**src/rtl/morph3x3_binary_if.sv**
```systemverilog
`default_nettype none
// ============================================================================
// Module      : morph3x3_binary_if
// Description : Pixel stream bundle for the 3x3 binary morphology stage.
//               master = pixel source / result sink, slave = filter core.
// Revision    : 1.0  initial release
// ============================================================================
interface morph3x3_binary_if #(
    parameter int ADDR_W = 16
);
    logic              pix_valid;
    logic              pix_data;
    logic              out_valid;
    logic [ADDR_W-1:0] out_addr;
    logic              out_data;

    modport master (
        output pix_valid,
        output pix_data,
        input  out_valid,
        input  out_addr,
        input  out_data
    );

    modport slave (
        input  pix_valid,
        input  pix_data,
        output out_valid,
        output out_addr,
        output out_data
    );
endinterface
`default_nettype wire

```
**src/rtl/morph3x3_binary.sv**
```systemverilog
`default_nettype none
// ============================================================================
// Module      : morph3x3_binary
// Description : 3x3 binary erosion/dilation on a raster 1-bit pixel stream,
//               zero-padded borders, one output pixel per input pixel with
//               its linear frame address.
//               Optional macro MORPH_FGCOUNT_EN adds the fg_count port that
//               counts foreground (1) output pixels of the current frame.
// Revision    : 1.0  initial release
// ============================================================================
module morph3x3_binary #(
    parameter int IMG_W  = 256,
    parameter int IMG_H  = 256,
    parameter int ADDR_W = 16
) (
    input  wire logic          morph_clk,
    input  wire logic          morph_rst,
    input  wire logic          morph_ctrl,
    input  wire logic          morph_mode,
    morph3x3_binary_if.slave   px,
    output logic               frame_done,
    output logic [1:0]         condition_led
`ifdef MORPH_FGCOUNT_EN
    ,
    output logic [ADDR_W:0]    fg_count
`endif
);

    localparam int c_SR_W  = 2 * IMG_W + 3;
    localparam int c_COL_W = $clog2(IMG_W);
    localparam int c_ROW_W = $clog2(IMG_H);

    localparam logic [ADDR_W-1:0]  c_FILL_END = ADDR_W'(IMG_W + 1);
    localparam logic [ADDR_W-1:0]  c_LAST     = ADDR_W'(IMG_W * IMG_H - 1);
    localparam logic [c_COL_W-1:0] c_COL_LAST = c_COL_W'(IMG_W - 1);
    localparam logic [c_ROW_W-1:0] c_ROW_LAST = c_ROW_W'(IMG_H - 1);

    localparam logic [2:0] c_S_IDLE  = 3'd0;
    localparam logic [2:0] c_S_FILL  = 3'd1;
    localparam logic [2:0] c_S_RUN   = 3'd2;
    localparam logic [2:0] c_S_FLUSH = 3'd3;
    localparam logic [2:0] c_S_DONE  = 3'd4;

    logic [2:0]        r_state;
    logic [1:0]        r_led;
    logic              r_frame_done;
    logic              r_mode;
    logic              r_ctrl_d;
    logic [ADDR_W-1:0] r_in_cnt;
    logic [ADDR_W-1:0] r_out_cnt;
    logic [c_COL_W-1:0] r_col;
    logic [c_ROW_W-1:0] r_row;
    logic [c_SR_W-1:0] r_sr;
    logic              r_out_valid;
    logic [ADDR_W-1:0] r_out_addr;
    logic              r_out_data;

    logic       w_start;
    logic       w_shift;
    logic       w_shift_bit;
    logic       w_emit;
    logic       w_left;
    logic       w_right;
    logic       w_top;
    logic       w_bot;
    logic [8:0] w_win;
    logic       w_res;

    assign w_start     = (r_state == c_S_IDLE) && morph_ctrl && !r_ctrl_d;
    assign w_shift     = (((r_state == c_S_FILL) || (r_state == c_S_RUN)) && px.pix_valid)
                         || (r_state == c_S_FLUSH);
    assign w_shift_bit = (r_state == c_S_FLUSH) ? 1'b0 : px.pix_data;
    assign w_emit      = ((r_state == c_S_RUN) && px.pix_valid) || (r_state == c_S_FLUSH);

    assign w_left  = (r_col == '0);
    assign w_right = (r_col == c_COL_LAST);
    assign w_top   = (r_row == '0);
    assign w_bot   = (r_row == c_ROW_LAST);

    // Window taps for the current centre; SR[0] is the newest pixel, i.e. the
    // bottom-right neighbour. Taps outside the frame are forced to zero.
    always_comb begin
        w_win    = '0;
        w_win[0] = r_sr[0]           & ~w_right & ~w_bot;
        w_win[1] = r_sr[1]                      & ~w_bot;
        w_win[2] = r_sr[2]           & ~w_left  & ~w_bot;
        w_win[3] = r_sr[IMG_W]       & ~w_right;
        w_win[4] = r_sr[IMG_W+1];
        w_win[5] = r_sr[IMG_W+2]     & ~w_left;
        w_win[6] = r_sr[2*IMG_W]     & ~w_right & ~w_top;
        w_win[7] = r_sr[2*IMG_W+1]              & ~w_top;
        w_win[8] = r_sr[2*IMG_W+2]   & ~w_left  & ~w_top;
        w_res    = r_mode ? (|w_win) : (&w_win);
    end

    // Frame sequencing: start detection, input counting, status LED, done pulse.
    always_ff @(posedge morph_clk) begin
        if (morph_rst) begin
            r_state      <= c_S_IDLE;
            r_led        <= 2'b00;
            r_frame_done <= 1'b0;
            r_mode       <= 1'b0;
            r_ctrl_d     <= 1'b0;
            r_in_cnt     <= '0;
        end else begin
            r_ctrl_d     <= morph_ctrl;
            r_frame_done <= 1'b0;
            case (r_state)
                c_S_IDLE: begin
                    if (w_start) begin
                        r_mode   <= morph_mode;
                        r_in_cnt <= '0;
                        r_state  <= c_S_FILL;
                        r_led    <= 2'b01;
                    end
                end
                c_S_FILL: begin
                    if (px.pix_valid) begin
                        r_in_cnt <= r_in_cnt + 1'b1;
                        // Shifting pixel IMG_W+1 completes the window of pixel 0.
                        if (r_in_cnt == c_FILL_END) begin
                            r_state <= c_S_RUN;
                            r_led   <= 2'b10;
                        end
                    end
                end
                c_S_RUN: begin
                    if (px.pix_valid) begin
                        r_in_cnt <= r_in_cnt + 1'b1;
                        if (r_in_cnt == c_LAST) begin
                            r_state <= c_S_FLUSH;
                        end
                    end
                end
                c_S_FLUSH: begin
                    if (r_out_cnt == c_LAST) begin
                        r_state <= c_S_DONE;
                        r_led   <= 2'b11;
                    end
                end
                c_S_DONE: begin
                    r_frame_done <= 1'b1;
                    r_state      <= c_S_IDLE;
                    r_led        <= 2'b00;
                end
                default: begin
                    r_state <= c_S_IDLE;
                    r_led   <= 2'b00;
                end
            endcase
        end
    end

`ifdef MORPH_FGCOUNT_EN
    logic [ADDR_W:0] r_fg_count;

    // Foreground tally of emitted pixels; held after the frame until next start.
    always_ff @(posedge morph_clk) begin
        if (morph_rst || w_start) begin
            r_fg_count <= '0;
        end else if (w_emit && w_res) begin
            r_fg_count <= r_fg_count + 1'b1;
        end
    end

    assign fg_count = r_fg_count;
`endif

    // Window shift register, centre row/column tracking and registered outputs.
    always_ff @(posedge morph_clk) begin
        if (morph_rst) begin
            r_sr        <= '0;
            r_out_cnt   <= '0;
            r_col       <= '0;
            r_row       <= '0;
            r_out_valid <= 1'b0;
            r_out_addr  <= '0;
            r_out_data  <= 1'b0;
        end else begin
            r_out_valid <= w_emit;
            if (w_start) begin
                r_sr      <= '0;
                r_out_cnt <= '0;
                r_col     <= '0;
                r_row     <= '0;
            end else begin
                if (w_shift) begin
                    r_sr <= {r_sr[c_SR_W-2:0], w_shift_bit};
                end
                if (w_emit) begin
                    r_out_addr <= r_out_cnt;
                    r_out_data <= w_res;
                    r_out_cnt  <= r_out_cnt + 1'b1;
                    if (r_col == c_COL_LAST) begin
                        r_col <= '0;
                        r_row <= r_row + 1'b1;
                    end else begin
                        r_col <= r_col + 1'b1;
                    end
                end
            end
        end
    end

    assign px.out_valid  = r_out_valid;
    assign px.out_addr   = r_out_addr;
    assign px.out_data   = r_out_data;
    assign frame_done    = r_frame_done;
    assign condition_led = r_led;

endmodule
`default_nettype wire
```
**src/flat_wrapper.sv**
```systemverilog
// flat-port wrapper written by rule: the top's interface ports become plain ports
module morph3x3_binary_flat 
#(
    parameter int IMG_W  = 256,
    parameter int IMG_H  = 256,
    parameter int ADDR_W = 16
)
  (morph_clk, morph_rst, morph_ctrl, morph_mode, frame_done, condition_led, px_pix_valid, px_pix_data, px_out_valid, px_out_addr, px_out_data);
  morph3x3_binary_if #(.ADDR_W(ADDR_W)) px_i ();
  input  wire logic morph_clk;
  input  wire logic morph_rst;
  input  wire logic morph_ctrl;
  input  wire logic morph_mode;
  output logic frame_done;
  output logic [1:0] condition_led;
  input wire logic [$bits(px_i.pix_valid)-1:0] px_pix_valid;
  input wire logic [$bits(px_i.pix_data)-1:0] px_pix_data;
  output wire logic [$bits(px_i.out_valid)-1:0] px_out_valid;
  output wire logic [$bits(px_i.out_addr)-1:0] px_out_addr;
  output wire logic [$bits(px_i.out_data)-1:0] px_out_data;
  assign px_i.pix_valid = px_pix_valid;
  assign px_i.pix_data = px_pix_data;
  assign px_out_valid = px_i.out_valid;
  assign px_out_addr = px_i.out_addr;
  assign px_out_data = px_i.out_data;
  morph3x3_binary #(.IMG_W(IMG_W), .IMG_H(IMG_H), .ADDR_W(ADDR_W)) u_core (.morph_clk(morph_clk), .morph_rst(morph_rst), .morph_ctrl(morph_ctrl), .morph_mode(morph_mode), .px(px_i), .frame_done(frame_done), .condition_led(condition_led));
endmodule
```
**config.mk**
```make
export PLATFORM = sky130hd
export DESIGN_NAME = morph3x3_binary_flat
export DESIGN_NICKNAME = d
export VERILOG_FILES = /design/src/rtl/morph3x3_binary_if.sv /design/src/rtl/morph3x3_binary.sv /design/src/flat_wrapper.sv
export SDC_FILE = /design/constraint.sdc
export NUM_CORES = 1
export LEC_CHECK = 0
export CELL_PAD_IN_SITES_DETAIL_PLACEMENT = 0
export CELL_PAD_IN_SITES_GLOBAL_PLACEMENT = 2
export CORE_ASPECT_RATIO = 2
export CORE_MARGIN = 1.5
export CORE_UTILIZATION = 37
export DETAILED_ROUTE_END_ITERATION = 7
export GPL_TIMING_DRIVEN = 0
export HOLD_SLACK_MARGIN = 0.02
export PLACE_DENSITY_LB_ADDON = 0.1
export SETUP_SLACK_MARGIN = 0.02
export SYNTH_ARGS = -nofsm -noshare
export SYNTH_HDL_FRONTEND = slang
export SYNTH_SLANG_ARGS = --single-unit
export TNS_END_PERCENT = 10
```
**constraint.sdc**
```tcl
create_clock -name morph_clk -period 2.68 [get_ports morph_clk]
set_input_delay 0.804 -clock morph_clk [delete_from_list [all_inputs] [get_ports morph_clk]]
set_output_delay 0.804 -clock morph_clk [all_outputs]
set_load 0.005 [all_outputs]
```
After elaboration in Yosys (flattened, before gate mapping)
Index checks and enable logic that the tools add are counted.
{"block": "totals", "inputBits": 6, "regBits": 589, "elab_cells": 92, "out_inout_bits": 21}
{"block": "classes", "n_eq_ne": 16, "mux": 19, "bitwise_logic": 18, "reduce_logical": 22, "addsub": 4}
{"cell": "16-bit by 1-bit adder with 16-bit output, second input constant", "count": 2}
{"cell": "16-bit == test, second input constant", "count": 2}
{"cell": "16-bit two-way mux", "count": 2}
{"cell": "16-bit case mux with 2 select lines", "count": 1}
{"cell": "3-bit two-way mux", "count": 6}
{"cell": "8-bit by 1-bit adder with 8-bit output, second input constant", "count": 2}
{"cell": "16-bit by 9-bit == test with 1-bit output, second input constant", "count": 1}
{"cell": "8-bit == test, second input constant", "count": 2}
{"cell": "8-bit zero test", "count": 2}
{"cell": "1-bit AND", "count": 12}
{"cell": "3-bit case mux with 4 select lines", "count": 1}
{"cell": "2-bit inequality test, second input constant", "count": 5}
{"cell": "9-bit AND reduction", "count": 1}
{"cell": "9-bit OR reduction", "count": 1}
{"cell": "2-bit two-way mux", "count": 4}
{"cell": "8-bit two-way mux", "count": 1}
{"cell": "2-bit case mux with 4 select lines", "count": 1}
{"cell": "3-bit by 2-bit == test with 1-bit output, second input constant", "count": 2}
{"cell": "1-bit inverter", "count": 6}
{"cell": "2-bit AND reduction", "count": 3}
{"cell": "6-bit AND reduction", "count": 1}
{"cell": "5-bit AND reduction", "count": 1}
{"cell": "1-bit logical AND", "count": 4}
{"cell": "2-bit by 1-bit inequality test with 1-bit output, second input constant", "count": 2}
{"cell": "9 further kinds", "count": 14}

Longest topological paths before layout
Gate-level depths: netlist (run 1).
{"block": "logic_depth", "depth_word": 6, "depth_mapped": 8, "depth_no_buf": 7}

Worst setup path after synthesis (run 1)
No wires, ideal clock.
{"block": "synth_path", "kind": "input-to-reg", "start": "in morph_ctrl", "end": "reg u_core.r_in_cnt[10]", "cell_stages": 7, "path_buffers": 3, "arrival_time_ns": 2.041, "path_slack_ns": 0.511, "path_cell_list": "nor4b_2 -> and2_1 -> or2_2 -> buf_2 -> clkbuf_1 -> clkbuf_1 -> nor2_1"}
{"block": "synth_via", "elab_chain_len": 4}
{"item": "start: declaration", "line_no": "flat_wrapper.sv:12", "source": "input wire logic morph_ctrl;"}
{"item": "1-bit logical AND (2 in a row)", "line_no": "morph3x3_binary.sv:69", "source": "assign w_start = (r_state == c_S_IDLE) && morph_ctrl && !r_ctrl_d;"}
{"item": "2-bit by 1-bit inequality test with 1-bit output (no line)"}
{"item": "3-bit AND reduction (no line)"}
{"item": "end signal: assignment", "line_no": "morph3x3_binary.sv:119", "source": "r_in_cnt <= r_in_cnt + 1'b1;"}
{"item": "end signal: assignment", "line_no": "morph3x3_binary.sv:129", "source": "r_in_cnt <= r_in_cnt + 1'b1;"}
{"item": "end: declaration", "line_no": "morph3x3_binary.sv:49", "source": "logic [ADDR_W-1:0] r_in_cnt;"}
Every way passes these cells.
A chain may end at the register's enable or synchronous reset.

Final worst setup path (run 1)
{"block": "layout_path", "start": "in morph_ctrl", "end": "reg u_core.r_sr[298]"}
{"block": "layout_via", "elab_chain_len": 3}
{"item": "1-bit logical AND (2 in a row)", "line_no": "morph3x3_binary.sv:69"}
{"item": "2-bit OR reduction (no line)"}
{"item": "end signal: assignment", "line_no": "morph3x3_binary.sv:188", "source": "r_sr <= {r_sr[c_SR_W-2:0], w_shift_bit};"}
{"item": "end: declaration", "line_no": "morph3x3_binary.sv:53", "source": "logic [c_SR_W-1:0] r_sr;"}
Every way passes these cells.

==> results of run 1 <==
[sequential cells by signal, indices dropped and copies added, names as in the netlist, 2 cells and up]
| name | flops |
|---|---|
| u_core.condition_led | 2 |
| u_core.px.out_addr | 16 |
| u_core.r_col | 8 |
| u_core.r_in_cnt | 16 |
| u_core.r_out_cnt | 16 |
| u_core.r_row | 8 |
| u_core.r_sr | 515 |
| u_core.r_state | 3 |
[cell type report]
cell class	instances	share of cell area, %
Buffer	191	3.64
Clock buffer	82	6.86
Clock inverter	16	0.886
Inverter	12	0.188
Multi-Input combinational cell	1854	34.4
Sequential cell	589	49.1
Tap cell	744	3.88
Timing Repair Buffer	25	1.04
[power groups by stage]
stage	clock [uW]	combinational [uW]	sequential, uW
after floorplan	0	701	8970
after global placement	0	1070	8970
after detailed placement	0	1070	8970
after CTS	8400	1090	8770
after global routing	8680	1220	8770
final	8050	1080	8770
[worst min-delay path by stage]
stage                           startpoint  cells past startpoint  slack, ns               end
after floorplan            u_core.r_sr[99]                      2       0.43  u_core.r_sr[100]
after global placement    u_core.r_sr[389]                      2       0.43  u_core.r_sr[390]
after detailed placement   u_core.r_sr[26]                      2       0.44   u_core.r_sr[27]
after CTS                 u_core.r_sr[443]                      2       0.45  u_core.r_sr[444]
after global routing      u_core.r_sr[406]                      2       0.46  u_core.r_sr[407]
final                     u_core.r_sr[388]                      2       0.45  u_core.r_sr[389]
[layout by cell type (no fill, tap or decap), drive strengths merged, types with 2 or more instances in the layout]
cell type / n
nand2: 1085
dfxtp: 589
a21oi: 545
clkbuf: 244
nor2: 52
buf: 29
clkdlybuf4s50: 25
xnor2: 24
nor4: 18
nand4: 17
xor2: 16
nand3: 16
inv: 13
o21ai: 11
clkinv: 10
or3: 8
and3: 7
ha: 7
nor3: 5
bufinv: 5
or2: 5
and2: 4
nor4b: 4
and4: 3
nor2b: 2
mux2i: 2
a211oi: 2
nand2b: 2
or4b: 2
[critical path, delay by kind of cell]
family                 cells  cell delay (ns)
buffers and inverters      4             1.50
AO/OA/AOI/OAI              1             0.09
AND/OR/NAND/NOR            3             0.63
[cells by family (layout without fill, tap and decap cells)]
| logic type | Yosys count | after routing | share of synthesized area, % |
|---|---|---|---|
| mux | 2 | 2 | 0.0961 |
| compound gates | 571 | 571 | 13.9 |
| fa+ha+maj | 7 | 7 | 0.420 |
| simple gates | 1234 | 1234 | 23.5 |
| buf+inv | 203 | 326 | 3.78 |
| flops | 589 | 589 | 56.6 |
| xor+xnor | 40 | 40 | 1.68 |
[metrics by stage]
step	instance area, um^2	power, uW	instances	utilization (%)
2_1_floorplan	20800	9670	2646	-
3_3_place_gp	22000	10000	3415	39.6
3_5_place_dp	22000	10000	3415	39.6
4_1_cts	23900	18300	3513	43.1
5_1_grt	24000	18700	3513	43.2
6_report	24000	17900	3513	43.2
[metal layers]
layer  global-route usage (%)  vias to the layer above
met5                        0                        -
li1                         -                     8740
met1                     16.6                     7856
met3                     2.21                       79
met4                     6.14                        0
met2                     29.6                      163
[repair_timing]
item	in CTS	in global routing
endpoints found under the hold margin	0	0
hold buffers	0	0
setup buffers	0	0
cloned	0	0
gates resized for setup	45	109
setup endpoints to repair	494	481
==> impl_results.md, run 1 <==
* Drt pass-1 iters at 5
* # setup viols final at 0
* Detail Route Antenna Nets at 0
* Sequential group share of total power at 49.0%
* Top-count cell post-synth: nand2_1
* WL met1 at 18.1 mm
* Initial Util at 37.5%
* Min cycle time layout at 2.58 ns
* Storage cell area at 11800 um^2
* Crit start category: input port
* CTS Buffer Depth at 3
* DR DRC count at 0
* Worst min-delay path category: reg -> reg
* Wire length per cell at 12.5 um
* CTS Buf Count at 54
* Async SR Flop Fraction at 0%
* Commonest cells post-synth: nand2_1, dfxtp_1, a21oi_1
* Met3 WL at 1.20 mm
* Syn Area/Cell at 7.88 um^2
* Clock latency on the worst-skew pair at 0.60 ns
* Number of global-route vias before repair at 16.2k
* Fin Hold WS at 0.446 ns
* Total GRT Usage at 15.4%
* CP max stage cell: clkdlybuf4s50_1
* Antenna cells at 0
* Final-layout fill cell count at 5803
* Layout overhead on the synthesized area at 15.3%
* Synth top area share at 56.6%
* Crit-path max FO at 10
* Iter 0 DRT Violations at 719
* Die Y at 339 um
* Worst path max stage delay at 0.49 ns
* CTS Root Buffer Type: clkbuf_16
* CP Capture Type: flip-flop
* Via-per-instance ratio at 4.79
* First-pass GRT wire length at 74.9 mm
* Fin. Hold Viols at 0
* RSZ-0062 raised after global routing: true
* Slew headroom at 41.8%
* Area occupied by multi-input gates at 8270 um^2
* Worst path cell trace: clkdlybuf4s50_1 > nor4b_2 > and2_1 > or2_2 > buf_2 > clkbuf_2 > clkbuf_1 > a21oi_1
* Maximum vdd drop at 0.457 mV
* NumNets Final at 2740
* EDFF count, synth at 0
* Max Fclk at 0.387 GHz
* WP data required at 3.14 ns
* Core ar. at 55600 um^2
* Skew final at 0.0129 ns
* Worst r2r src: u_core.r_out_cnt[0]
* CTS Sinks at 589
* Synth area leader: dfxtp_1
* RR Endpoint: u_core.condition_led[1]
* Status: finished, final reports clean
* Max_cap viols at 0
* Pwr dens at 745 nW/um^2
* CTS tree: yes
* Highest metal used: met4
* Global route total overflow at 0
* Slew Viols, Final at 0
* Routed WL at 44.0 mm
* Synth Flop Type: dfxtp_1
* Post-DP HPWL at 29.3 mm
* Largest net degree at the start of global routing at 15
* Internal at 13700 uW
* Combinational group share of total power at 6.0%
* Initial antenna violation count at 0
* Met2 routed WL at 23.3 mm
* Die Area at 57800 um^2
* R2R setup slack at 0.21 ns
* Ports at 27
* Crit path kind: in -> reg
* Sw power at 4230 uW
* Mapped Area at 20800 um^2
* Dpl ws at -1.13 ns
* Die X at 171 um
* Sequential area share after synthesis at 56.6%
* CTS clock-pin slew for the worst setup and hold paths at 0.06 ns
* LEAKAGE at 0.00757 uW
* Period utilization at 96.4%
* PnR worst setup slack at 0.0961 ns
* I/O Buffers at 25
* # H-tree levels at 2
* Worst reg2reg path depth at 7
* Netlist cell types at 48
* CP endpoint: u_core.r_sr[298]
* Critical path arrival at 3.05 ns
* CP startpoint: morph_ctrl
* Num rows at 122
* Switching share of power at 23.6%
* Measured slew at the worst slew-check pin at 0.865 ns
* Setup TNS at 0 ns
* Synth top area cells: dfxtp_1, nand2_1, a21oi_1
* Mapped Cells at 2646
* Clock power frac at 45.0%
* Placer Congestion at 0.745
* Vias post-DR at 16.8k
* Ys Warns at 0
* Share of layout cells above drive strength 1 at 7.69%
* Syn_nets at 2659
* Yosys reg bits at 589
(Power assumes the default switching activity.)
==> inputs of run 2 (changes only) <==
--- a/config.mk
+++ b/config.mk
@@ -14,7 +14,7 @@
 export GPL_TIMING_DRIVEN = 0
 export HOLD_SLACK_MARGIN = 0.02
 export PLACE_DENSITY_LB_ADDON = 0.1
-export SETUP_SLACK_MARGIN = 0.02
+export SETUP_SLACK_MARGIN = 0.5
 export SYNTH_ARGS = -nofsm -noshare
 export SYNTH_HDL_FRONTEND = slang
 export SYNTH_SLANG_ARGS = --single-unit
==> run 2 against run 1 <==
First-iteration DRC count rose by 1.5%. Global-route usage rose by 0.089 points. Non-clock buffer count up 1. Critical path depth decreased by 1. Sequential share of layout area fell by 0.55 points. Power up 0.36%. Clock power about the same. Combinational power rose by 6%. Setup slack better by 0.35 ns. Worst hold slack improved by 0.00077 ns. Largest power group unchanged.
==> impl_results.md, run 2 (synthesized netlist as in run 1, its figures left out) <==
* Status: finished, final reports clean
* Core ar. at 55600 um^2 (unchanged)
* Worst r2r src: u_core.r_out_cnt[0]
* CTS Sinks at 589 (unchanged)
* Pwr dens at 739 nW/um^2 (-0.85%)
* Critical path arrival at 2.74 ns (-0.31 ns)
* Post-layout util at 43.8% (+0.53 points)
* Worst path max stage delay at 0.55 ns (+0.06 ns)
* PnR worst setup slack at 0.448 ns (+0.352 ns)
* NumNets Final at 2741 (+0.036%)
* Clock latency on the worst-skew pair at 0.59 ns (about the same)
* Number of global-route vias before repair at 16.3k (+0.55%)
* Maximum vdd drop at 0.457 mV (about the same)
* Vias post-DR at 16.9k (+0.64%)
* Initial antenna violation count at 0 (unchanged)
* Commonest non-fill, non-tap cell in the layout: nand2_1
* Max Fclk at 0.448 GHz (+16%)
* Setup TNS at 0 ns (unchanged)
* WP data required at 3.19 ns (+0.05 ns)
* Ports at 27 (unchanged)
* CTS Buf Count at 54 (unchanged)
* Via-per-instance ratio at 4.82 (+0.61%)
* CTS Root Buffer Type: clkbuf_16
* # H-tree levels at 2 (unchanged)
* Die X at 171 um (unchanged)
* Most frequent cells in the layout: nand2_1, dfxtp_1, a21oi_1
* Share of layout cells above drive strength 1 at 10.2% (+2.5 points)
* Iter 0 DRT Violations at 730 (+1.5%)
* CTS Buffer Depth at 3 (unchanged)
* CP max stage cell: o41ai_2
* Hold EP: u_core.r_sr[389]
* Fin Hold WS at 0.447 ns (+0.000770 ns)
* Period utilization at 83.3% (-13 points)
* Max_cap viols at 0 (unchanged)
* CTS clock-pin slew for the worst setup and hold paths at 0.07 ns (about the same)
* Worst reg2reg path depth at 7 (unchanged)
* Slew headroom at 50.8% (+8.9 points)
* Layout overhead on the synthesized area at 16.7%
* DR DRC count at 0 (unchanged)
* Slew Viols, Final at 0 (unchanged)
* Measured slew at the worst slew-check pin at 0.732 ns (-0.133 ns)
* Placed instance count at 3415 (unchanged)
* Die Y at 339 um (unchanged)
* Initial Util at 37.5% (unchanged)
* Largest net degree at the start of global routing at 15 (unchanged)
* CTS tree: yes
* R2R setup slack at 0.45 ns (+0.24 ns)
* Non-Filler Instances at 3514 (+0.028%)
* Worst min-delay path category: reg -> reg
* Hold-critical path depth at 2 (unchanged)
* Placer Congestion at 0.745 (unchanged)
* Global route total overflow at 0 (unchanged)
* First-pass GRT wire length at 75.3 mm (+0.56%)
* RR Endpoint: u_core.condition_led[1]
* Crit path kind: reg -> reg
* Crit-path max FO at 8 (-2)
* Dpl ws at -1.13 ns (unchanged)
* Min cycle time layout at 2.23 ns (-0.352 ns)
* Antenna cells at 0 (unchanged)
* Crit start category: flip-flop
* Hold Startpoint: u_core.r_sr[388]
* Detail Route Antenna Nets at 0 (unchanged)
* Wire length per cell at 12.6 um (+0.34%)
* LEAKAGE at 0.00786 uW (+3.8%)
* Hold Buf Count CTS at 0 (unchanged)
* Num rows at 122 (unchanged)
* Routed WL at 44.1 mm (+0.37%)
* Post-DP HPWL at 29.3 mm (unchanged)
* Die Area at 57800 um^2 (unchanged)
* RSZ-0062 raised after global routing: true
* Biggest register: u_core.r_sr
* Fin. Hold Viols at 0 (unchanged)
* Worst path cell trace: ha_1 > nand3_1 > or2_2 > clkbuf_1 > o41ai_2 > o2111ai_1 > a21oi_1
* CP Capture Type: flip-flop
* Max reg flops at 515 (unchanged)
* Skew final at 0.0115 ns (-0.00135 ns)
* Drt pass-1 iters at 5 (unchanged)
* I/O Buffers at 25 (unchanged)
* Total GRT Usage at 15.5% (+0.089 points)
* # setup viols final at 0 (unchanged)
-- run 2: cell count changes in the layout (fill, tap and decap cells not counted), moves of 4 or more --
cell             before  now
dfxtp_2               0    4
dfxtp_1             589  584
buf_4                 0    4
clkbuf_2             88  114
buf_1                 6    1
clkbuf_4              5   19
clkbuf_1             79   33
dlymetal6s2s_1        0    4
clkdlybuf4s50_1      25   19
-- run 2: per-stage QoR --
stage / total power, uW / area [um^2]
after floorplan: 9670 / 20800
after global placement: 10000 / 22000
after detailed placement: 10000 / 22000
after CTS: 18300 / 24200
after global routing: 18700 / 24300
final: 18000 / 24300
-- run 2: worst max-delay path: cells and delay by family (launching register included) --
family / cells / cell delay [ns]
AO/OA/AOI/OAI: 3 / 0.92
buffers and inverters: 1 / 0.23
AND/OR/NAND/NOR: 2 / 0.35
adder cells (fa/ha/maj): 1 / 0.22
flip-flops: 1 / 0.41
-- run 2: layer usage --
metal	up-vias	global-route usage [%]	wire length, um	share of wire [%]
met5	-	0	0	0
met4	0	6.38	1530	3.5
met3	87	2.27	1230	2.8
met2	162	29.8	23400	53
met1	7947	16.5	18000	41
li1	8749	-	-	-
-- run 2: worst max-delay path by stage --
stage / startpoint / end / cells after the start
after global routing: u_core.px.out_addr[6] / px_out_addr[6] / 1
after global placement: morph_ctrl / u_core.r_in_cnt[5] / 8
after floorplan: morph_ctrl / u_core.r_in_cnt[10] / 7
after detailed placement: morph_ctrl / u_core.r_in_cnt[12] / 8
final: u_core.r_out_cnt[0] / u_core.condition_led[1] / 7
after CTS: u_core.px.out_addr[8] / px_out_addr[8] / 1
-- run 2: layout make-up --
type / count / area [um^2]
Fill cell: 5783 / 31300
Sequential cell: 589 / 11800
Multi-Input combinational cell: 1854 / 8360
Clock buffer: 82 / 1650
Buffer: 191 / 1050
Tap cell: 744 / 931
Timing Repair Buffer: 26 / 267
Clock inverter: 16 / 213
Inverter: 12 / 45.0
-- run 2: power by group --
| group | switching [uW] | internal [uW] | leakage (uW) | total [uW] |
|---|---|---|---|---|
| registers | 9.36 | 8760 | 0.00475 | 8770 |
| clock network | 3340 | 4710 | 0.000926 | 8050 |
| logic | 884 | 260 | 0.00219 | 1140 |
-- run 2: what timing repair did --
item / 4_1_cts / 5_1_grt
pin swaps: 0 / 8
resized for setup: 194 / 22
buffers inserted: 0 / 1
endpoints found under the setup margin: 604 / 575
